==> src/rtl/demux_burst_sched.sv <==
// Burst-locked 1-to-4 demultiplexer sequencer with a single registered word in flight.
// Optional stall timeout with word discard enabled by defining DEMUX_TIMEOUT_EN.
module demux_burst_sched #(
  parameter int unsigned DATA_W      = 8,
  parameter int unsigned BURST_LEN   = 4,
  parameter int unsigned TIMEOUT_CYC = 16
) (
  input  logic              clk,
  input  logic              rst,
  input  logic              mode,
  input  logic [1:0]        in_dest,
  input  logic              in_valid,
  output logic              in_ready,
  input  logic [DATA_W-1:0] in_data,
  output logic [3:0]        out_valid,
  input  logic [3:0]        out_ready,
  output logic [DATA_W-1:0] out_data,
  output logic [1:0]        cur_sel,
  output logic              busy,
  output logic              drop
);

  localparam int unsigned CNT_W = (BURST_LEN > 1) ? $clog2(BURST_LEN) : 1;

  if (BURST_LEN < 1 || BURST_LEN > 256 || TIMEOUT_CYC < 2 || TIMEOUT_CYC > 65535) begin : g_bad_param
    $error("demux_burst_sched: parameter out of legal range");
  end

  typedef enum logic [1:0] {S_IDLE, S_FULL, S_GAP} state_t;

  state_t              r_state, w_nxt_state;
  logic [DATA_W-1:0]   r_data, w_nxt_data;
  logic [1:0]          r_sel, w_nxt_sel;
  logic [1:0]          r_rr, w_nxt_rr;
  logic                r_rr_mode, w_nxt_rr_mode;
  logic [CNT_W-1:0]    r_beat, w_nxt_beat;

  logic w_xfer, w_done, w_last, w_accept, w_timeout, w_hold_off;

`ifdef DEMUX_TIMEOUT_EN
  logic [15:0] r_stall;
  logic        r_drop;

  assign w_timeout  = (r_state == S_FULL) && !w_xfer && (r_stall == 16'(TIMEOUT_CYC - 1));
  assign w_hold_off = r_drop;
  assign drop       = r_drop;

  always_ff @(posedge clk or posedge rst) begin
    if (rst) begin
      r_stall <= '0;
      r_drop  <= 1'b0;
    end else begin
      r_drop <= w_timeout;
      if ((r_state == S_FULL) && !w_xfer && !w_timeout)
        r_stall <= r_stall + 16'd1;
      else
        r_stall <= '0;
    end
  end
`else
  assign w_timeout  = 1'b0;
  assign w_hold_off = 1'b0;
  assign drop       = 1'b0;
`endif

  assign w_xfer    = (r_state == S_FULL) && out_ready[r_sel];
  // A timed-out word counts as a delivered beat for burst accounting.
  assign w_done    = w_xfer || w_timeout;
  assign w_last    = (r_beat == CNT_W'(BURST_LEN - 1));
  assign in_ready  = !w_hold_off && ((r_state != S_FULL) || w_xfer);
  assign w_accept  = in_valid && in_ready;

  assign out_valid = (r_state == S_FULL) ? (4'b0001 << r_sel) : 4'b0000;
  assign out_data  = r_data;
  assign cur_sel   = r_sel;
  assign busy      = (r_state != S_IDLE);

  always_comb begin
    w_nxt_state   = r_state;
    w_nxt_data    = r_data;
    w_nxt_sel     = r_sel;
    w_nxt_rr      = r_rr;
    w_nxt_rr_mode = r_rr_mode;
    w_nxt_beat    = r_beat;
    unique case (r_state)
      S_IDLE: begin
        if (w_accept) begin
          w_nxt_state   = S_FULL;
          w_nxt_sel     = mode ? r_rr : in_dest;
          w_nxt_rr_mode = mode;
          w_nxt_beat    = '0;
          w_nxt_data    = in_data;
        end
      end
      S_FULL: begin
        if (w_done) begin
          if (!w_last) begin
            w_nxt_beat = r_beat + CNT_W'(1);
            if (w_accept) begin
              w_nxt_data = in_data;
            end else begin
              w_nxt_state = S_GAP;
            end
          end else begin
            w_nxt_beat = '0;
            if (r_rr_mode) w_nxt_rr = r_sel + 2'd1;
            // Back-to-back burst start selects from the already-advanced pointer.
            if (w_accept) begin
              w_nxt_sel     = mode ? w_nxt_rr : in_dest;
              w_nxt_rr_mode = mode;
              w_nxt_data    = in_data;
            end else begin
              w_nxt_state = S_IDLE;
            end
          end
        end
      end
      S_GAP: begin
        if (w_accept) begin
          w_nxt_state = S_FULL;
          w_nxt_data  = in_data;
        end
      end
      default: w_nxt_state = S_IDLE;
    endcase
  end

  always_ff @(posedge clk or posedge rst) begin
    if (rst) begin
      r_state   <= S_IDLE;
      r_data    <= '0;
      r_sel     <= '0;
      r_rr      <= '0;
      r_rr_mode <= 1'b0;
      r_beat    <= '0;
    end else begin
      r_state   <= w_nxt_state;
      r_data    <= w_nxt_data;
      r_sel     <= w_nxt_sel;
      r_rr      <= w_nxt_rr;
      r_rr_mode <= w_nxt_rr_mode;
      r_beat    <= w_nxt_beat;
    end
  end

endmodule

==> config.mk <==
export PLATFORM = sky130hd
export DESIGN_NAME = demux_burst_sched
export DESIGN_NICKNAME = d
export VERILOG_FILES = /design/src/rtl/demux_burst_sched.sv
export SDC_FILE = /design/constraint.sdc
export NUM_CORES = 1
export LEC_CHECK = 0
export ABC_AREA = 1
export BUFFER_PORTS_ARGS = -buffer_cell sky130_fd_sc_hd__buf_2
export CAP_MARGIN = 20
export CORE_MARGIN = 2
export CORE_UTILIZATION = 54
export CTS_BUF_LIST = sky130_fd_sc_hd__clkbuf_8
export CTS_CLUSTER_DIAMETER = 200
export DETAILED_ROUTE_END_ITERATION = 12
export PLACE_DENSITY = 0.87
export SYNTH_ARGS = -nofsm -noshare
export SYNTH_HDL_FRONTEND = slang
export SYNTH_SLANG_ARGS = --single-unit
==> constraint.sdc <==
create_clock -name clk -period 2 [get_ports clk]
set_input_delay 0.2 -clock clk [delete_from_list [all_inputs] [get_ports clk]]
set_output_delay 0.2 -clock clk [all_outputs]
set_load 0.01 [all_outputs]
==> impl_metrics.json <==
{
  "path_max_fanout": 8,
  "rsz0062_at_grt": "no",
  "grt.overflow.total": 0,
  "root_buffer": "clkbuf_8",
  "cp_cell_sequence": "inv_2, nand2_1, nand3_1, nand2_2, nand2_4, buf_2",
  "worst_pin_slew_ns": 0.6135,
  "worst-path-buf-inv": 2,
  "p_per_area_nw_per_um2": 1459,
  "dieArea_sq_um": 2184,
  "fin_crit_sh_pct": 80.22,
  "die_h_microns": 46.73,
  "layout-drive-gt1-share_pct": 30.00,
  "worstSetupEndpointType": "output port",
  "grt_max_degree": 18,
  "worstPathRequired_ns": 1.80,
  "seqPwrFrac_pct": 35.5,
  "vias": 895,
  "grtUsageMet1_pct": 24.50,
  "preCtsSetupSlack_ns": 0.5712,
  "syn_inst": 124,
  "timing.fmax_mhz": 623.3,
  "crit_path_max_incr_delay_ns": 0.49,
  "syn_area_per_cell_sq_um": 7.951,
  "numCtsBuffers": 3,
  "clk_pin_slew_ns": 0.06,
  "wl_microns": 2056,
  "finalMaxSlewViolations": 0,
  "cp_slowest_cell": "dfrtp_1",
  "clockBufferDepth": 2,
  "swShare_pct": 45.60,
  "drt-initial-drc-count": 12,
  "setup_tns_ns": 0,
  "antenna_found_initial": 0,
  "use_met3_pct": 3.846,
  "routabilityCongestion": 0.7360,
  "cts_sinks": 17,
  "nets": 184,
  "setup_ws_ns": 0.3957,
  "synth_top_area_share_pct": 43.15,
  "globalRouteMet2Util_pct": 40.00,
  "portBuffers": 33,
  "ctsResizeCount": 0,
  "grt_first_pass_wirelength_microns": 3236,
  "ys_top_cells_by_area": "dfrtp_1, nand2_1, ha_1, nand3_1, inv_1",
  "busiest_layer": "met2",
  "worst-setup-path-type": "reg2out",
  "final_cell_mix": "nand2_1, buf_2, dfrtp_1",
  "ys_types": 20,
  "mostFrequentLayoutCell": "nand2_1",
  "ys_warn_count": 0,
  "antenna_left": 0,
  "yosys.area.top_type": "dfrtp_1",
  "via_per_inst": 4.838,
  "cts.htree.levels": 1,
  "timing.slew.headroom_pct": 59.05,
  "dieWidth_microns": 46.73,
  "dr.pass1.iters": 4,
  "remaining_drc_errors": 0,
  "first_global_vias": 786,
  "period_needed_ns": 1.604,
  "final_cells": 185,
  "path_delay_family": "flip-flops",
  "final_core_util_pct": 70.65,
  "ys_seq_area_share_pct": 43.15,
  "setup_violations": 0,
  "crit_arrival_ns": 1.40,
  "io_pins": 35,
  "wl_per_cell_microns": 11.11,
  "p_leak_uw": 0.0006843,
  "power_frac_clock_pct": 13.9,
  "cts_tree": "done",
  "postCtsSetupBuffers": 0,
  "status": "complete, no violations",
  "synth.net_count": 147,
  "start_kind": "flip-flop",
  "core_area_sq_um": 1727,
  "worst_ir_drop_vdd_v": 0.0009107,
  "mappedNetlistArea_sq_um": 985.9,
  "cts_hold_buf": 0,
  "yosys_register_bits": 17,
  "internal_power_uw": 968.1,
  "start_util_pct": 57.10,
  "clock_skew_ns": 0.004600,
  "insertion_delay_ns": 0.25,
  "combPwrFrac_pct": 50.6,
  "antenna-diode-count": 0,
  "hold_class": "in2async",
  "switchingPower_uw": 811.5,
  "synthToLayoutAreaGrowth_pct": 23.73,
  "numPlacedInstances": 181,
  "drv_cap": 0,
  "grt_usage_pct": 21.78,
  "hpwl_microns": 1567,
  "hold_viol_final": 0,
  "rows": 15,
  "fillers": 168
}
## routing by layer
layer	routed length, microns	vias to the layer above
li1	-	461
met1	882	398
met2	1041	31
met3	98	5
met4	34	0
met5	0	-
## power groups by stage
| stage | combinational [uW] | sequential, uW | clock [uW] |
|---|---|---|---|
| after global placement | 866 | 624 | 0 |
| after detailed placement | 906 | 628 | 0 |
| after CTS | 913 | 633 | 252 |
| final | 900 | 632 | 248 |
| after floorplan | 590 | 659 | 0 |
| after global routing | 1030 | 655 | 268 |
## through the flow
stage               power (uW)  cell area, sq um  hold WS [ns]
floorplan                 1249             985.9        0.1261
global placement          1490              1175        0.3051
detailed placement        1534              1175        0.3120
CTS                       1798              1220       0.03817
global route              1953              1220       0.06618
finish                    1780              1220       0.01407
## sequential cells by signal (all words and copies together) (netlist names)
| name | count |
|---|---|
| r_state | 2 |
| r_rr | 2 |
| r_rr_mode | 1 |
| r_beat | 2 |
| out_data | 8 |
| cur_sel | 2 |
## worst paths after layout
kind | depth (start not counted) | to | from | slack, ns
max reg2reg | 6 | cur_sel[1] | cur_sel[0] | 0.55
min | 2 | r_state[1] | rst | 0.01
max | 6 | in_ready | cur_sel[0] | 0.40
max in group asynchronous | 2 | out_data[7] | rst | 1.59
min reg2reg | 2 | out_data[5] | out_data[5] | 0.48
min in group clk | 3 | out_data[0] | in_data[0] | 0.17
## Yosys cell counts (all sizes together)
cell	number
a21boi	2
a21oi	5
buf	1
conb	1
dfrtp	17
ha	5
inv	17
nand2	46
nand3	14
nor2	6
nor3	1
o2111ai	1
o21ai	8
## area by class of cell
type                            count  area, sq um  area share [%]
Clock buffer                        3        41.29           3.385
Clock inverter                      1        3.754          0.3077
Inverter                           17        66.31           5.436
Multi-Input combinational cell     89        486.7           39.90
Sequential cell                    17        425.4           34.87
Tap cell                           25        31.28           2.564
Timing Repair Buffer               33        165.2           13.54
## logic make-up (layout without fill, tap and decap cells)
group           after synthesis  in the layout  share of synthesized area, %
compound gates               16             16                         10.15
fa+ha+maj                     5              5                         6.345
buf+inv                      18             54                         7.488
other cells                   1              1                        0.3803
simple gates                 67             67                         32.49
flops                        17             17                         43.15
Note: power is estimated with default switching activity, not from simulation.
